### src/rtl/ula_muldiv.sv
// Iterative 32-bit unsigned multiply / divide unit (shift-add, restoring shift-subtract).
// Define ULA_MULDIV_REM_EN to enable the remainder operation (ULActl 5'b01001).
module ula_muldiv (
    input  logic        clock,
    input  logic        reset,
    input  logic        start,
    input  logic [4:0]  ULActl,
    input  logic [31:0] A,
    input  logic [31:0] B,
    output logic        busy,
    output logic        done,
    output logic [31:0] ULAout,
    output logic        zero,
    output logic        divzero
);

    localparam logic [1:0] IDLE = 2'd0;
    localparam logic [1:0] MUL  = 2'd1;
    localparam logic [1:0] DIV  = 2'd2;
    localparam logic [1:0] DONE = 2'd3;

    localparam logic [4:0] OP_MUL = 5'b00100;
    localparam logic [4:0] OP_DIV = 5'b00101;
`ifdef ULA_MULDIV_REM_EN
    localparam logic [4:0] OP_REM = 5'b01001;
`endif

    logic [1:0]  state;
    logic [5:0]  cnt;
    logic [31:0] acc;
    logic [31:0] opa;
    logic [31:0] opb;
    logic [31:0] rem;
    logic        is_rem_op;

    logic [31:0] acc_n;
    logic [32:0] rem_sh;
    logic        ge;
    logic [31:0] rem_n;
    logic [31:0] quo_n;

`ifdef ULA_MULDIV_REM_EN
    logic        rem_q;
    assign is_rem_op = (ULActl == OP_REM);
`else
    assign is_rem_op = 1'b0;
`endif

    // opa holds the multiplicand in MUL and the dividend/quotient in DIV
    always_comb begin
        acc_n  = opb[0] ? (acc + opa) : acc;
        rem_sh = {rem, opa[31]};
        ge     = (rem_sh >= {1'b0, opb});
        rem_n  = ge ? (rem_sh[31:0] - opb) : rem_sh[31:0];
        quo_n  = {opa[30:0], ge};
    end

    assign busy = (state != IDLE);
    assign done = (state == DONE);
    assign zero = (ULAout == 32'd0);

    always_ff @(posedge clock) begin
        if (!reset) begin
            state   <= IDLE;
            cnt     <= 6'd0;
            acc     <= 32'd0;
            opa     <= 32'd0;
            opb     <= 32'd0;
            rem     <= 32'd0;
            ULAout  <= 32'd0;
            divzero <= 1'b0;
`ifdef ULA_MULDIV_REM_EN
            rem_q   <= 1'b0;
`endif
        end else begin
            case (state)
                IDLE: begin
                    if (start) begin
                        divzero <= 1'b0;
                        opa     <= A;
                        opb     <= B;
                        acc     <= 32'd0;
                        rem     <= 32'd0;
                        cnt     <= 6'd0;
`ifdef ULA_MULDIV_REM_EN
                        rem_q   <= is_rem_op;
`endif
                        if (ULActl == OP_MUL) begin
                            cnt   <= 6'd32;
                            state <= MUL;
                        end else if (ULActl == OP_DIV || is_rem_op) begin
                            if (B == 32'd0) begin
                                ULAout  <= is_rem_op ? A : 32'hFFFF_FFFF;
                                divzero <= 1'b1;
                                state   <= DONE;
                            end else begin
                                cnt   <= 6'd32;
                                state <= DIV;
                            end
                        end else begin
                            ULAout <= 32'd0;
                            state  <= DONE;
                        end
                    end
                end
                MUL: begin
                    acc <= acc_n;
                    opa <= opa << 1;
                    opb <= opb >> 1;
                    cnt <= cnt - 6'd1;
                    if (cnt == 6'd1) begin
                        ULAout <= acc_n;
                        state  <= DONE;
                    end
                end
                DIV: begin
                    rem <= rem_n;
                    opa <= quo_n;
                    cnt <= cnt - 6'd1;
                    if (cnt == 6'd1) begin
`ifdef ULA_MULDIV_REM_EN
                        ULAout <= rem_q ? rem_n : quo_n;
`else
                        ULAout <= quo_n;
`endif
                        state  <= DONE;
                    end
                end
                default: state <= IDLE;
            endcase
        end
    end

endmodule

### config.mk
export PLATFORM = sky130hd
export DESIGN_NAME = ula_muldiv
export DESIGN_NICKNAME = d
export VERILOG_FILES = /design/src/rtl/ula_muldiv.sv
export SDC_FILE = /design/constraint.sdc
export NUM_CORES = 1
export LEC_CHECK = 0
export ABC_AREA = 1
export CAP_MARGIN = 0
export CORE_ASPECT_RATIO = 0.9
export CORE_UTILIZATION = 30
export CTS_CLUSTER_SIZE = 12
export DETAILED_ROUTE_END_ITERATION = 8
export GPL_TIMING_DRIVEN = 0
export MAX_ROUTING_LAYER = met4
export PLACE_DENSITY = 0.45
export SETUP_SLACK_MARGIN = 0.05
export SYNTH_ARGS = -nofsm -noshare
export SYNTH_HDL_FRONTEND = slang
export SYNTH_SLANG_ARGS = --single-unit
export TNS_END_PERCENT = 1
### constraint.sdc
create_clock -name clock -period 2.8 [get_ports clock]
set_input_delay 0.28 -clock clock [delete_from_list [all_inputs] [get_ports clock]]
set_output_delay 0.28 -clock clock [all_outputs]
set_load 0.005 [all_outputs]
==> metrics.txt, run 1 <==
# TYPE chip_impl_metric gauge
chip_impl_metric{name="final_antenna_net_count",unit=""} 0
chip_impl_metric{name="fin_crit_sh",unit="%"} 98.39
chip_impl_metric{name="leakage",unit="nW"} 7.263
chip_impl_metric{name="tightest_slew",unit="ps"} 882.6
chip_impl_metric{name="area.growth.synth_to_final",unit="%"} 18.63
chip_impl_metric{name="syn-num-nets",unit=""} 2371
chip_impl_metric{name="critical_path.n_buffers_inverters",unit=""} 1
chip_impl_metric{name="cp_data_required_time",unit="ps"} 2520
chip_impl_metric{name="hold_buffers",unit=""} 0
chip_impl_metric{name="drt-initial-drc-count",unit=""} 1203
chip_impl_metric{name="power.share.clock",unit="%"} 17.1
chip_impl_metric{name="slowest_delay",unit="ps"} 540
chip_impl_metric{name="layout_cell_share_with_drive_strength_beyond_1",unit="%"} 4.017
chip_impl_metric{name="io_buffer_count",unit=""} 106
chip_impl_metric{name="internal_power",unit="mW"} 7.359
chip_impl_metric{name="vias_per_cell",unit=""} 4.929
chip_impl_metric{name="fin_area",unit="µm²"} 15360
chip_impl_metric{name="report.final.hold_viol_count",unit=""} 0
chip_impl_info{name="tritoncts",value="built"} 1
chip_impl_metric{name="async_reset_ff_share",unit="%"} 0
chip_impl_info{name="timing.critical_path.to_type",value="primary output"} 1
chip_impl_metric{name="grt_first_pass_wirelength",unit="mm"} 78.94
chip_impl_metric{name="core_area",unit="µm²"} 42200
chip_impl_metric{name="global_route.usage.met1",unit="%"} 37.29
chip_impl_metric{name="ios",unit=""} 108
chip_impl_metric{name="floorplan.initialDensity",unit="%"} 30.68
chip_impl_metric{name="clk_pin_slew_worst_paths",unit="ps"} 70
chip_impl_info{name="outcome",value="finished, final reports clean"} 1
chip_impl_info{name="final_common_cell",value="sky130_fd_sc_hd__nand2_1"} 1
chip_impl_metric{name="yosys_warnings",unit=""} 0
chip_impl_metric{name="die_h",unit="µm"} 199.1
chip_impl_metric{name="dpl_cell_area",unit="µm²"} 14690
chip_impl_metric{name="met3_demand_to_capacity_share_in_global_routing",unit="%"} 4.220
chip_impl_metric{name="worst_skew_pair.late_latency",unit="ps"} 470
chip_impl_metric{name="clockBufferDepth",unit=""} 2
chip_impl_metric{name="crit_fanout",unit=""} 3
chip_impl_metric{name="synth_edf_count",unit=""} 0
chip_impl_metric{name="yosysUniqueCellTypes",unit=""} 41
chip_impl_metric{name="sw_share",unit="%"} 51.34
chip_impl_metric{name="numClockSinks",unit=""} 169
chip_impl_metric{name="grt_max_degree",unit=""} 17
chip_impl_metric{name="setup-violations-final",unit=""} 0
chip_impl_info{name="synthFlopType",value="sky130_fd_sc_hd__dfxtp_1"} 1
chip_impl_info{name="start_kind",value="register"} 1
chip_impl_info{name="critical-path-top-delay-family",value="simple AND/OR/NAND/NOR gates"} 1
chip_impl_info{name="critPathKind",value="register to primary output"} 1
chip_impl_metric{name="postSynthCellCount",unit=""} 2227
chip_impl_metric{name="netSwitchingPower",unit="mW"} 7.765
chip_impl_metric{name="routed-via-count",unit=""} 14353
chip_impl_info{name="layout_common_cells",value="742 x sky130_fd_sc_hd__nand2_1, 338 x sky130_fd_sc_hd__inv_1, 203 x sky130_fd_sc_hd__nor2_1"} 1
chip_impl_metric{name="drv.max_cap_violation_count",unit=""} 0
chip_impl_metric{name="cts_made_buffers",unit=""} 17
chip_impl_metric{name="report.final.slew_viol_count",unit=""} 0
chip_impl_metric{name="nFillCells",unit=""} 4653
chip_impl_metric{name="final.setup_skew",unit="ps"} 18.14
chip_impl_metric{name="grt_use_total",unit="%"} 24.42
chip_impl_metric{name="grt_antenna_before_repair",unit=""} 0
chip_impl_metric{name="detailedPlacementHpwl",unit="mm"} 42.21
chip_impl_info{name="top_usage_layer",value="met1"} 1
chip_impl_metric{name="p_seq_share",unit="%"} 25.5
chip_impl_metric{name="avgRoutedWirePerCell",unit="µm"} 17.72
chip_impl_metric{name="sequential_area_share_after_synthesis",unit="%"} 26.14
chip_impl_info{name="hold_path_class",value="primary input to register"} 1
chip_impl_metric{name="post-route-min-period",unit="ps"} 2755
chip_impl_info{name="rsz_0062_raised_after_global_routing",value="true"} 1
chip_impl_metric{name="fmax",unit="GHz"} 0.3630
chip_impl_metric{name="netlist_area",unit="µm²"} 12940
chip_impl_metric{name="max-vdd-ir-drop",unit="mV"} 0.4782
chip_impl_metric{name="vias_in_the_first_global_route",unit=""} 13041
chip_impl_metric{name="die_extent_in_x",unit="µm"} 221.0
chip_impl_metric{name="drc_errors",unit=""} 0
chip_impl_metric{name="finalWirelength",unit="mm"} 51.61
chip_impl_metric{name="timing.slew.headroom",unit="%"} 41.16
chip_impl_metric{name="number_of_synthesized_register_bits",unit=""} 169
chip_impl_metric{name="grt.overflow.total",unit=""} 0
chip_impl_metric{name="timing.hold.ws",unit="ps"} 390.4
chip_impl_metric{name="die_area",unit="µm²"} 43990
chip_impl_info{name="worstPathCellList",value="nor4_4 > nand4_1 > nor4_2 > clkdlybuf4s50_1"} 1
chip_impl_info{name="cts_root_buffer",value="sky130_fd_sc_hd__clkbuf_16"} 1
chip_impl_metric{name="drt-pass1-iter-count",unit=""} 5
chip_impl_metric{name="syn-mean-instance-area",unit="µm²"} 5.813
chip_impl_metric{name="number_of_levels_in_the_clock_h_tree",unit=""} 4
chip_impl_metric{name="power_density",unit="nW/µm²"} 984.9
chip_impl_metric{name="global_route.usage.met2",unit="%"} 32.45
chip_impl_info{name="crit_slowest_cell",value="sky130_fd_sc_hd__clkdlybuf4s50_1"} 1
chip_impl_metric{name="gp_congestion",unit=""} 0.9682
chip_impl_metric{name="final_net_count",unit=""} 2496
chip_impl_metric{name="postCtsSetupRepairBufs",unit=""} 0
chip_impl_metric{name="worst_ep_arrival_time",unit="ps"} 2480
chip_impl_metric{name="n_antenna_cell",unit=""} 0
chip_impl_metric{name="floorplan.rows",unit=""} 71
chip_impl_metric{name="comb_power_share",unit="%"} 57.4
[registers in the layout (all words and copies together) (netlist names)]
| name | count |
|---|---|
| rem | 32 |
| opb | 32 |
| opa | 32 |
| ULAout | 32 |
| acc | 32 |
| divzero | 1 |
| state | 2 |
| cnt | 6 |
[repair_timing]
item                       4_1_cts  5_1_grt
pin swaps                        2        1
gates resized for setup          4       13
setup endpoints to repair       41       57
[Yosys cell counts (all sizes together), types with 14 or more instances]
library cell | instances | area share [%]
xnor2 | 14 | 0.95
inv | 340 | 9.9
a31oi | 60 | 2.9
buf | 26 | 1.4
a21oi | 166 | 6.5
nor3 | 14 | 0.58
clkbuf | 60 | 1.8
nand2 | 755 | 22
nor2 | 209 | 6.3
o21ai | 124 | 4.8
dfxtp | 169 | 26
ha | 70 | 6.8
nand3 | 161 | 6.3
[cell families (layout without fill, tap and decap cells)]
| group | count (synthesis) | count (layout) | share of synthesized area, % |
|---|---|---|---|
| and+or+nand+nor | 1177 | 1177 | 37.34 |
| buffers and inverters | 426 | 564 | 13.09 |
| AOI/OAI and AO/OA | 361 | 361 | 14.88 |
| DFF | 169 | 169 | 26.14 |
| adders and majority gates | 72 | 72 | 7.075 |
| xor gates and xnor gates | 22 | 22 | 1.489 |
[final cells by class]
class / count / area [µm²] / area share [%]
repair buffers: 106 / 1061 / 6.909
clock inverters: 10 / 142.6 / 0.9289
flip-flops and latches: 169 / 3383 / 22.03
inverters: 340 / 1276 / 8.311
well taps: 547 / 684.4 / 4.457
multi-input cells: 1632 / 7913 / 51.53
clock buffers: 22 / 464.2 / 3.023
plain buffers: 86 / 431.7 / 2.811
[metal layers]
| layer | wire length, µm | share of wire [%] |
|---|---|---|
| met2 | 19230 | 37 |
| met5 | 0 | 0 |
| met4 | 600 | 1.2 |
| met1 | 28580 | 55 |
| met3 | 3199 | 6.2 |
[final timing paths]
path                                  from      end  slack, ps  cells after the start
worst max-delay path            ULAout[26]     zero         40                      4
worst min-delay path                 A[26]  opa[26]        390                      3
worst max register to register    state[1]  opa[21]        190                     11
worst min register to register     opb[31]  opb[31]        470                      2
[power by group through the flow]
stage / registers [mW] / clock network, mW / logic (mW)
2_1_floorplan: 3.65 / 0 / 5.66
3_3_place_gp: 3.88 / 0 / 8.48
3_5_place_dp: 3.88 / 0 / 8.50
4_1_cts: 3.85 / 2.65 / 8.57
5_1_grt: 3.97 / 2.74 / 9.67
6_report: 3.86 / 2.59 / 8.67
[through the flow]
stage / setup slack (ps) / instances / utilization [%] / power (mW) / setup TNS, ps
after floorplan: 856.3 / 2227 / - / 9.310 / 0
after global placement: -187.1 / 2880 / 34.81 / 12.36 / -4510
after detailed placement: -175.1 / 2880 / 34.81 / 12.39 / -5559
after CTS: -79.96 / 2912 / 36.31 / 15.07 / -79.96
after global routing: -48.33 / 2912 / 36.39 / 16.37 / -48.33
final: 44.95 / 2912 / 36.39 / 15.12 / 0
[worst reg2reg max path, stage by stage (launching register included)]
cell and delay (ps):
sky130_fd_sc_hd__dfxtp_1 410, sky130_fd_sc_hd__inv_1 90, sky130_fd_sc_hd__ha_1 180, sky130_fd_sc_hd__buf_2 170, sky130_fd_sc_hd__inv_2 120, sky130_fd_sc_hd__nor2_1 90
sky130_fd_sc_hd__nor2_4 230, sky130_fd_sc_hd__inv_2 130, sky130_fd_sc_hd__nor2_1 230, sky130_fd_sc_hd__clkbuf_1 580, sky130_fd_sc_hd__nand2_1 120, sky130_fd_sc_hd__a31oi_1 160
No activity file was read; power rests on OpenSTA's default activity.
==> run 2, diff against run 1 <==
- SKIP_LAST_GASP: unset -> 1
==> run 2 against run 1 <==
  * Via count decreased by 0.18%
  * Final cell count unchanged
  * Flip-flop and latch count stayed put
  * Sequential power barely moved
  * Clock skew rose by 1.4 ps
  * Critical path type is now register to register
  * Critical endpoint is now opb[0]
  * Largest power group unchanged
  * Highest routed layer unchanged
==> metrics.txt, run 2 (synthesis gave the netlist of run 1 again) <==
# TYPE chip_impl_metric gauge
chip_impl_info{name="outcome",value="finished, final reports clean"} 1
chip_impl_metric{name="timing.hold.ws",unit="ps"} 392.6
chip_impl_metric{name="grt_antenna_before_repair",unit=""} 0
chip_impl_metric{name="gp_congestion",unit=""} 0.9682
chip_impl_metric{name="die_extent_in_x",unit="µm"} 221.0
chip_impl_metric{name="ios",unit=""} 108
chip_impl_metric{name="fmax",unit="GHz"} 0.3600
chip_impl_metric{name="dpl_cell_area",unit="µm²"} 14690
chip_impl_metric{name="area.growth.synth_to_final",unit="%"} 18.43
chip_impl_info{name="tritoncts",value="built"} 1
chip_impl_info{name="min_to",value="opa[15]"} 1
chip_impl_metric{name="grt.overflow.total",unit=""} 0
chip_impl_metric{name="die_area",unit="µm²"} 43990
chip_impl_metric{name="grt_use_total",unit="%"} 24.42
chip_impl_metric{name="timing.slew.headroom",unit="%"} 38.88
chip_impl_metric{name="die_h",unit="µm"} 199.1
chip_impl_metric{name="report.final.slew_viol_count",unit=""} 0
chip_impl_metric{name="final.setup_skew",unit="ps"} 19.59
chip_impl_metric{name="leakage",unit="nW"} 7.243
chip_impl_metric{name="worst_skew_pair.late_latency",unit="ps"} 470
chip_impl_metric{name="p_seq_share",unit="%"} 25.6
chip_impl_metric{name="power.share.clock",unit="%"} 17.1
chip_impl_info{name="cts_root_buffer",value="sky130_fd_sc_hd__clkbuf_16"} 1
chip_impl_info{name="critPathKind",value="register to register"} 1
chip_impl_info{name="rsz_0062_raised_after_global_routing",value="true"} 1
chip_impl_metric{name="max-vdd-ir-drop",unit="mV"} 0.4775
chip_impl_metric{name="report.final.hold_viol_count",unit=""} 0
chip_impl_metric{name="power_density",unit="nW/µm²"} 984.4
chip_impl_info{name="final_common_cell",value="sky130_fd_sc_hd__nand2_1"} 1
chip_impl_metric{name="numClockSinks",unit=""} 169
chip_impl_metric{name="grt_max_degree",unit=""} 17
chip_impl_metric{name="layout_cell_share_with_drive_strength_beyond_1",unit="%"} 3.805
chip_impl_metric{name="worst_ep_arrival_time",unit="ps"} 3180
chip_impl_info{name="layout_common_cells",value="743 x sky130_fd_sc_hd__nand2_1, 338 x sky130_fd_sc_hd__inv_1, 203 x sky130_fd_sc_hd__nor2_1"} 1
chip_impl_metric{name="floorplan.rows",unit=""} 71
chip_impl_metric{name="postCtsSetupRepairBufs",unit=""} 0
chip_impl_metric{name="tightest_slew",unit="ps"} 916.8
chip_impl_metric{name="fin_crit_sh",unit="%"} 99.21
chip_impl_metric{name="vias_per_cell",unit=""} 4.920
chip_impl_metric{name="avgRoutedWirePerCell",unit="µm"} 17.72
chip_impl_metric{name="drv.max_cap_violation_count",unit=""} 0
chip_impl_info{name="reg2reg_to",value="opb[0]"} 1
chip_impl_metric{name="final_antenna_net_count",unit=""} 0
chip_impl_metric{name="worst-r2r-cell-count",unit=""} 7
chip_impl_metric{name="comb_power_share",unit="%"} 57.3
chip_impl_metric{name="setup-violations-final",unit=""} 0
chip_impl_metric{name="hold-path-cell-count",unit=""} 3
chip_impl_metric{name="clockBufferDepth",unit=""} 2
chip_impl_metric{name="clk_pin_slew_worst_paths",unit="ps"} 80
chip_impl_metric{name="fin_area",unit="µm²"} 15330
chip_impl_metric{name="core_area",unit="µm²"} 42200
chip_impl_metric{name="drt-initial-drc-count",unit=""} 1155
chip_impl_metric{name="number_of_levels_in_the_clock_h_tree",unit=""} 4
chip_impl_info{name="hold_sp",value="A[15]"} 1
chip_impl_metric{name="detailedPlacementHpwl",unit="mm"} 42.21
chip_impl_metric{name="crit_fanout",unit=""} 10
chip_impl_metric{name="sw_share",unit="%"} 51.34
chip_impl_metric{name="fin_setup_tns",unit="ps"} 0
chip_impl_metric{name="fin_total_pwr",unit="mW"} 15.09
chip_impl_info{name="timing.critical_path.to_type",value="register"} 1
chip_impl_metric{name="final.setup.worst_slack",unit="ps"} 22.07
chip_impl_metric{name="grt_first_pass_wirelength",unit="mm"} 78.94
chip_impl_metric{name="post-route-min-period",unit="ps"} 2778
chip_impl_metric{name="r2r_setup_slack",unit="ps"} 20
chip_impl_metric{name="n_antenna_cell",unit=""} 0
chip_impl_metric{name="dp_slack",unit="ps"} -175.1
chip_impl_info{name="start_kind",value="register"} 1
chip_impl_metric{name="floorplan.initialDensity",unit="%"} 30.68
chip_impl_metric{name="netSwitchingPower",unit="mW"} 7.748
chip_impl_metric{name="drt-pass1-iter-count",unit=""} 6
chip_impl_metric{name="hold_buffers",unit=""} 0
chip_impl_metric{name="drc_errors",unit=""} 0
chip_impl_metric{name="final_net_count",unit=""} 2496
chip_impl_metric{name="cts_made_buffers",unit=""} 17
chip_impl_metric{name="cp_data_required_time",unit="ps"} 3200
chip_impl_info{name="hold_path_class",value="primary input to register"} 1
chip_impl_metric{name="internal_power",unit="mW"} 7.343
chip_impl_metric{name="finalWirelength",unit="mm"} 51.60
chip_impl_metric{name="io_buffer_count",unit=""} 106
chip_impl_info{name="critical_r2r_launch",value="state[1]"} 1
chip_impl_metric{name="routed-via-count",unit=""} 14327
chip_impl_metric{name="vias_in_the_first_global_route",unit=""} 13038
run 2: worst max-delay path, cell delays in order, from the launching register on:
cell and delay (ps):
sky130_fd_sc_hd__dfxtp_1 420, sky130_fd_sc_hd__inv_1 90, sky130_fd_sc_hd__ha_1 250, sky130_fd_sc_hd__inv_1 150, sky130_fd_sc_hd__clkbuf_1 710, sky130_fd_sc_hd__clkbuf_1 660
sky130_fd_sc_hd__nand2_1 220, sky130_fd_sc_hd__a31oi_1 210
run 2: cell type report:
cell class	instances	area, µm²
fill	4653	26870
multi-input combinational	1632	7900
sequential	169	3383
inverter	340	1276
timing repair buffer	106	1061
tap	547	684.4
clock buffer	22	464.2
buffer	86	419.2
clock inverter	10	142.6
run 2: worst max path at each step:
stage	startpoint	endpoint	slack, ps	cells after the start
after floorplan	opa[31]	rem[24]	860	15
after global placement	B[16]	ULAout[23]	-190	11
after detailed placement	ULAout[23]	zero	-180	4
after CTS	ULAout[23]	zero	-130	4
after global routing	opa[31]	rem[30]	-60	15
final	state[1]	opb[0]	20	7
run 2: power by group through the flow:
stage	registers [mW]	clock network [mW]	logic (mW)
2_1_floorplan	3.65	0	5.66
6_report	3.86	2.58	8.65
3_3_place_gp	3.88	0	8.48
3_5_place_dp	3.88	0	8.50
4_1_cts	3.85	2.65	8.57
5_1_grt	3.97	2.74	9.64
run 2: layer usage:
metal	track usage [%]	routed length (µm)
met2	32.45	19360
met5	-	0
met1	37.29	28580
met3	4.220	3122
met4	5.258	534
run 2: what timing repair did:
| item | 4_1_cts | 5_1_grt |
|---|---|---|
| resized for setup | 3 | 4 |
| endpoints found under the hold margin | 0 | 0 |
| setup endpoints to repair | 41 | 57 |
| pin swaps | 1 | 1 |
run 2: per-stage QoR:
step | utilization [%] | cells
after CTS | 36.30 | 2912
after global placement | 34.81 | 2880
after global routing | 36.33 | 2912
after detailed placement | 34.81 | 2880
after floorplan | - | 2227
final | 36.33 | 2912
